[config.mk]
export PLATFORM = sky130hd
export DESIGN_NAME = video_mem_arbiter
export DESIGN_NICKNAME = d
export VERILOG_FILES = /design/src/rtl/vga_pkg.sv /design/src/rtl/vid_wr_fifo.sv /design/src/rtl/video_mem_arbiter.sv
export SDC_FILE = /design/constraint.sdc
export NUM_CORES = 1
export LEC_CHECK = 0
export ABC_AREA = 1
export ABC_CLOCK_PERIOD_IN_PS = 3330
export CAP_MARGIN = 20
export CORE_MARGIN = 2
export CORE_UTILIZATION = 35
export DETAILED_ROUTE_END_ITERATION = 16
export SLEW_MARGIN = 10
export SYNTH_ARGS = -nofsm -noshare
export SYNTH_HDL_FRONTEND = slang
export SYNTH_SLANG_ARGS = --single-unit
[constraint.sdc]
create_clock -name PIXEL_CLK -period 3.33 [get_ports PIXEL_CLK]
set_clock_uncertainty 0.2 [all_clocks]
set_input_delay 0.999 -clock PIXEL_CLK [delete_from_list [all_inputs] [get_ports PIXEL_CLK]]
set_output_delay 0.999 -clock PIXEL_CLK [all_outputs]
set_load 0.1 [all_outputs]
[src/rtl/vga_pkg.sv]
// rtl/vga_pkg.sv - shared widths, queue depth and RGB555 layout for the video memory arbiter
//
// Purpose: default geometry of the video memory path, RGB555 field positions,
//          the arbitration slot encoding and a colour packing helper.
// Ports:   none (package).
package vga_pkg;

  localparam int ADDR_W_DEF     = 14;
  localparam int DATA_W_DEF     = 15;
  localparam int FIFO_DEPTH_DEF = 4;

  // RGB 5:5:5 field positions inside a block colour word
  localparam int RGB_R_MSB = 14;
  localparam int RGB_R_LSB = 10;
  localparam int RGB_G_MSB = 9;
  localparam int RGB_G_LSB = 5;
  localparam int RGB_B_MSB = 4;
  localparam int RGB_B_LSB = 0;

  // What the single RAM port is used for in a given cycle
  typedef enum logic [1:0] {
    SLOT_IDLE  = 2'd0,
    SLOT_READ  = 2'd1,
    SLOT_WRITE = 2'd2
  } slot_e;

  function automatic logic [14:0] rgb555(input logic [4:0] r,
                                         input logic [4:0] g,
                                         input logic [4:0] b);
    logic [14:0] c;
    c = '0;
    c[RGB_R_MSB:RGB_R_LSB] = r;
    c[RGB_G_MSB:RGB_G_LSB] = g;
    c[RGB_B_MSB:RGB_B_LSB] = b;
    return c;
  endfunction

endpackage

[src/rtl/vid_wr_fifo.sv]
// rtl/vid_wr_fifo.sv - synchronous address/data write queue for video memory stores
//
// Purpose: holds processor stores until the arbiter finds a free RAM slot.
// Ports:
//   clk_i        clock
//   rstn_i       synchronous active-low reset, empties the queue
//   push_i       enqueue push_addr_i/push_data_i (ignored when full)
//   pop_i        dequeue the head entry (ignored when empty)
//   head_addr_o  address of the oldest entry
//   head_data_o  colour of the oldest entry
//   full_o       queue holds DEPTH entries
//   empty_o      queue holds no entries
//   level_o      occupancy, 0..DEPTH
module vid_wr_fifo
  import vga_pkg::*;
#(
  parameter int DEPTH = FIFO_DEPTH_DEF,
  parameter int AW    = ADDR_W_DEF,
  parameter int DW    = DATA_W_DEF,
  localparam int PW   = $clog2(DEPTH),
  localparam int LW   = PW + 1
) (
  input  logic          clk_i,
  input  logic          rstn_i,
  input  logic          push_i,
  input  logic [AW-1:0] push_addr_i,
  input  logic [DW-1:0] push_data_i,
  input  logic          pop_i,
  output logic [AW-1:0] head_addr_o,
  output logic [DW-1:0] head_data_o,
  output logic          full_o,
  output logic          empty_o,
  output logic [LW-1:0] level_o
);

  logic [AW-1:0] addr_mem_q [DEPTH];
  logic [DW-1:0] data_mem_q [DEPTH];
  logic [PW-1:0] wr_ptr_q, wr_ptr_d;
  logic [PW-1:0] rd_ptr_q, rd_ptr_d;
  logic [LW-1:0] level_q, level_d;
  logic          push_ok, pop_ok;

  assign full_o      = (level_q == LW'(DEPTH));
  assign empty_o     = (level_q == '0);
  assign level_o     = level_q;
  assign head_addr_o = addr_mem_q[rd_ptr_q];
  assign head_data_o = data_mem_q[rd_ptr_q];

  // Push is judged on the registered full flag only, so a same-cycle pop
  // never lets a store in early.
  assign push_ok = push_i & ~full_o;
  assign pop_ok  = pop_i & ~empty_o;

  // DEPTH is a power of two, so pointers wrap by natural overflow
  always_comb begin
    wr_ptr_d = wr_ptr_q;
    rd_ptr_d = rd_ptr_q;
    level_d  = level_q;
    if (push_ok) wr_ptr_d = wr_ptr_q + PW'(1);
    if (pop_ok)  rd_ptr_d = rd_ptr_q + PW'(1);
    level_d = level_q + LW'(push_ok) - LW'(pop_ok);
  end

  always_ff @(posedge clk_i) begin
    if (!rstn_i) begin
      wr_ptr_q <= '0;
      rd_ptr_q <= '0;
      level_q  <= '0;
    end else begin
      wr_ptr_q <= wr_ptr_d;
      rd_ptr_q <= rd_ptr_d;
      level_q  <= level_d;
    end
  end

  // Storage needs no reset: an entry is only visible once the level covers it
  always_ff @(posedge clk_i) begin
    if (rstn_i && push_ok) begin
      addr_mem_q[wr_ptr_q] <= push_addr_i;
      data_mem_q[wr_ptr_q] <= push_data_i;
    end
  end

endmodule

[src/rtl/video_mem_arbiter.sv]
// rtl/video_mem_arbiter.sv - shares one single-port video RAM between VGA reads and queued stores
//
// Purpose: VGA reads get the RAM whenever the requested block changes; otherwise
//          queued processor stores drain in order. Keeps VGA_DATA coherent with
//          stores that hit the block currently on display.
// Ports:
//   PIXEL_CLK   pixel clock, all state on rising edge
//   RESET_N     synchronous active-low reset
//   VGA_ADDR    block address wanted by the display path
//   VGA_DATA    registered block colour for the display path
//   WR_VALID    processor offers a store
//   WR_READY    store accepted this cycle when high together with WR_VALID
//   WR_ADDR     store address
//   WR_DATA     store colour
//   RAM_ADDR    RAM address (combinational)
//   RAM_WE      RAM write enable (combinational)
//   RAM_WDATA   RAM write data (combinational)
//   RAM_RDATA   RAM read data, one cycle after the read address
//   FIFO_LEVEL  current write-queue occupancy
module video_mem_arbiter
  import vga_pkg::*;
#(
  parameter int FIFO_DEPTH = FIFO_DEPTH_DEF,
  parameter int ADDR_W     = ADDR_W_DEF,
  parameter int DATA_W     = DATA_W_DEF,
  localparam int LVL_W     = $clog2(FIFO_DEPTH) + 1
) (
  input  logic              PIXEL_CLK,
  input  logic              RESET_N,
  input  logic [ADDR_W-1:0] VGA_ADDR,
  output logic [DATA_W-1:0] VGA_DATA,
  input  logic              WR_VALID,
  output logic              WR_READY,
  input  logic [ADDR_W-1:0] WR_ADDR,
  input  logic [DATA_W-1:0] WR_DATA,
  output logic [ADDR_W-1:0] RAM_ADDR,
  output logic              RAM_WE,
  output logic [DATA_W-1:0] RAM_WDATA,
  input  logic [DATA_W-1:0] RAM_RDATA,
  output logic [LVL_W-1:0]  FIFO_LEVEL
);

  logic [ADDR_W-1:0] last_addr_q, last_addr_d;
  logic              last_vld_q, last_vld_d;
  logic              rd_pend_q, rd_pend_d;
  logic [DATA_W-1:0] vga_data_q, vga_data_d;

  logic [ADDR_W-1:0] head_addr;
  logic [DATA_W-1:0] head_data;
  logic              fifo_full, fifo_empty, fifo_pop, fifo_push;
  logic              need_read;
  slot_e             slot;

  // Gating with RESET_N keeps the processor side stalled while reset is held
  assign WR_READY  = RESET_N & ~fifo_full;
  assign fifo_push = WR_VALID & WR_READY;

  vid_wr_fifo #(
    .DEPTH (FIFO_DEPTH),
    .AW    (ADDR_W),
    .DW    (DATA_W)
  ) u_wr_fifo (
    .clk_i       (PIXEL_CLK),
    .rstn_i      (RESET_N),
    .push_i      (fifo_push),
    .push_addr_i (WR_ADDR),
    .push_data_i (WR_DATA),
    .pop_i       (fifo_pop),
    .head_addr_o (head_addr),
    .head_data_o (head_data),
    .full_o      (fifo_full),
    .empty_o     (fifo_empty),
    .level_o     (FIFO_LEVEL)
  );

  assign need_read = ~last_vld_q | (VGA_ADDR != last_addr_q);

  // Slot choice and RAM port drive; reads always beat queued writes
  always_comb begin
    slot      = SLOT_IDLE;
    RAM_ADDR  = last_addr_q;
    RAM_WE    = 1'b0;
    RAM_WDATA = '0;
    fifo_pop  = 1'b0;
    if (!RESET_N) begin
      RAM_ADDR = '0;
    end else if (need_read) begin
      slot     = SLOT_READ;
      RAM_ADDR = VGA_ADDR;
    end else if (!fifo_empty) begin
      slot      = SLOT_WRITE;
      RAM_ADDR  = head_addr;
      RAM_WE    = 1'b1;
      RAM_WDATA = head_data;
      fifo_pop  = 1'b1;
    end
  end

  // A write can never share a cycle with a read slot, so last_addr_q here is
  // already the block being displayed (or about to be, when rd_pend_q is set).
  // The write check comes first so fresh store data beats the stale RAM read.
  always_comb begin
    last_addr_d = last_addr_q;
    last_vld_d  = last_vld_q;
    rd_pend_d   = (slot == SLOT_READ);
    vga_data_d  = vga_data_q;
    if (slot == SLOT_READ) begin
      last_addr_d = VGA_ADDR;
      last_vld_d  = 1'b1;
    end
    if (slot == SLOT_WRITE && last_vld_q && head_addr == last_addr_q) begin
      vga_data_d = head_data;
    end else if (rd_pend_q) begin
      vga_data_d = RAM_RDATA;
    end
  end

  always_ff @(posedge PIXEL_CLK) begin
    if (!RESET_N) begin
      last_addr_q <= '0;
      last_vld_q  <= 1'b0;
      rd_pend_q   <= 1'b0;
      vga_data_q  <= '0;
    end else begin
      last_addr_q <= last_addr_d;
      last_vld_q  <= last_vld_d;
      rd_pend_q   <= rd_pend_d;
      vga_data_q  <= vga_data_d;
    end
  end

  assign VGA_DATA = vga_data_q;

endmodule

==> qor.txt <==
Core footprint = 20800 µm²
Clock root cell = clkbuf_16
Die area = 22200 µm²
H-tree depth = 4
Vias in the first global route = 5845
GRT Total Usage = 18.6%
Synth Area per Inst = 8.92 µm²
# DRC = 0
TritonCTS clock tree = built
CTS clk-pin slew, worst paths = 0.07 ns
Synth Cell Area = 7350 µm²
Syn-to-layout area delta = 51.5%
Fmax = 279 MHz
Critical path arrival = 2.39 ns
TritonCTS buffer count = 17
Clock power share = 39.7%
Worst setup path class = in2out
GPL Wtd Cong = 0.921
Register area share after synthesis = 58.3%
Gr ovfl total = 0
Yosys reg bits = 156
Largest cells by area after synthesis = edfxtp_1 (47%), nand2_1 (15%), dfxtp_1 (11%)
First-pass GRT wire length = 31.4 mm
Vias per cell = 4.79
1st-iter DRT viols = 363
Worst setup margin = -0.260 ns
Top cells by count, synth = nand2_1 (303), edfxtp_1 (116), nand3_1 (84)
Synth top area share = 47.4%
Filler cells = 1845
Post-synth ARST share = 0%
Final Cycle Share = 108%
Ys Warns = 0
Startpoint Class = input pin
CP delay by family, top = simple AND/OR/NAND/NOR gates
Failing checks = setup timing
Yosys cell types = 33
Post-Syn Instances = 824
Int Pwr = 3460 µW
Finish-stage setup viols = 30
RSZ-0062 raised after global routing = true
Avg WL per Cell = 16.1 µm
Slew HR = 57.9%
Leading area contributor after synthesis = edfxtp_1
Initial Utilization = 35.3%
Routed vias = 6107
CP bufs+invs = 5
Pin count of the biggest net entering global routing = 33
Max-cap violations = 0
Comb power frac = 15.5%
Hold Fails Final Rpt = 0
Sink Count = 156
Die X = 149 µm
Pre-CTS setup slack = -0.730 ns
Worst-skew pair later-pin latency = 0.43 ns
Overall routed net length = 20.5 mm
Worst vdd ir = 0.332 mV
Cell Pwr Density = 439 nW/µm²
Final Core Density = 53.5%
Hold crit path type = reg2reg
Most common cell in the synthesized netlist = nand2_1
EDFF count, synth = 116
Status = finished, violations left
Crit-path cells = buf_8, inv_2, nand2_2, nand2_2, nor2_4, nand2_2, nor2_4, buf_6, nand3_4, buf_16, nor2_4, buf_12
Worst Tran Pin Value = 0.630 ns
Sw Pwr = 1440 µW
TritonRoute pass-1 iters = 4
CP peak stage delay = 0.22 ns
Max-slew violation count = 0
I/O Buffers = 109
Die Height = 149 µm
Clk buf depth = 2
Worst-path fanout max = 8
Antenna Nets Post-Route = 0
Critical path endpoint category = primary output
Rows = 53
Post-synth top flop = edfxtp_1
Post-layout min period = 3.59 ns
Power share of the sequential group = 44.8%
Multi-input combinational cell area = 3380 µm²
Nets = 1053
Switching share of power = 29.4%
Post-Syn Nets = 892
Fraction of layout cells with a size suffix above 1 = 32.4%
Critical path's slowest cell = buf_16
Initial antenna violation count = 2
Post-DP HPWL = 13.2 mm
Leakage = 0.00451 µW
FF/Latch Area = 4290 µm²
Ports = 110
Req. time, crit path = 2.13 ns
[cell type report]
class,instances,area share (%)
well taps,275,3.09
clock buffers,17,3.82
multi-input cells,555,30.4
flip-flops and latches,156,38.5
clock inverters,15,1.65
diodes,1,0.0225
repair buffers,178,19.7
inverters,77,2.87
[power by group through the flow]
stage	registers, µW	logic (µW)	clock network (µW)
CTS	2190	725	1980
floorplan	2310	325	0
finish	2190	757	1940
global route	2200	811	2050
global placement	2230	673	0
detailed placement	2230	675	0
[logic make-up (layout without fill, tap and decap cells)]
logic type	Yosys count	count (layout)	share of synthesized area, %
and+or+nand+nor	445	446	24.9
AOI/OAI and AO/OA	100	100	8.97
other	0	1	0
xor gates and xnor gates	2	2	0.238
adders and majority gates	7	7	1.29
DFF	156	156	58.3
buffers and inverters	114	287	6.30
[per-stage QoR]
step	setup TNS [ns]	power, µW	area, µm²	instances	hold WS, ns
floorplan	-5.95	2640	7760	824	0.256
global placement	-23.99	2910	9700	1212	0.266
detailed placement	-24.56	2910	9700	1212	0.280
CTS	-7.32	4900	10800	1266	0.291
global route	-9.88	5060	11100	1273	0.311
finish	-6.87	4890	11100	1274	0.291
[repair_timing]
action                     in CTS  in global routing
hold buffers                    0                  0
cloned                          3                  3
pin swaps                      43                 43
gates resized for setup       155                 63
setup buffers                  21                  9
setup endpoints to repair      32                 45
[placed cells by master (no fill, tap or decap), types with 2 or more instances in the layout]
cell type        count
inv_6                3
nand3_2              6
inv_8                9
buf_12              45
o21ai_1              2
nand2_4              8
o21bai_2            10
and2_1               2
o21bai_1             5
a21oi_2              3
nand2_1            254
clkdlybuf4s50_1     45
o21a_1               3
nor2_1              20
edfxtp_1           116
buf_2                2
a21oi_4             14
nand2_2             43
nor2_2               4
buf_4               63
nand3_4             17
o21ai_0             15
a32o_1              15
nor2_4              25
inv_4                2
inv_2               15
buf_6               10
nand3_1             64
buf_16               3
clkbuf_16           19
a21oi_1             32
buf_8                7
dfxtp_2              4
ha_1                 6
clkinv_8             5
dfxtp_1             36
inv_1               56
[final timing paths]
| check | from | to | slack (ns) | depth (start not counted) |
|---|---|---|---|---|
| worst max-delay path | VGA_ADDR[6] | RAM_WDATA[2] | -0.26 | 12 |
| worst min-delay path | VGA_DATA[7] | VGA_DATA[7] | 0.29 | 2 |
| worst max register to register | last_addr_q[5] | u_wr_fifo.level_o[2] | 0.22 | 16 |
| worst min register to register | VGA_DATA[7] | VGA_DATA[7] | 0.29 | 2 |
[worst min-delay path, stage by stage, from the launching register on]
cell and delay (ns):
dfxtp_1 0.33, nand3_2 0.07, a21oi_2 0.05
[layer usage]
metal | share of wire (%) | GRT usage (%) | vias up
met3 | 5.5 | 3.91 | 35
met1 | 44 | 25.4 | 2849
met2 | 48 | 29.5 | 157
met5 | 0.078 | 0 | -
met4 | 2.0 | 6.05 | 2
li1 | - | - | 3064
[registers in the layout (all words and copies together), names as in the netlist, named ones only]
name / count
rd_pend_q: 1
u_wr_fifo.rd_ptr_q: 2
u_wr_fifo.wr_ptr_q: 2
VGA_DATA: 15
u_wr_fifo.level_o: 3
u_wr_fifo.addr_mem_q: 56
last_vld_q: 1
u_wr_fifo.data_mem_q: 60
last_addr_q: 14
(Power assumes the default switching activity.)
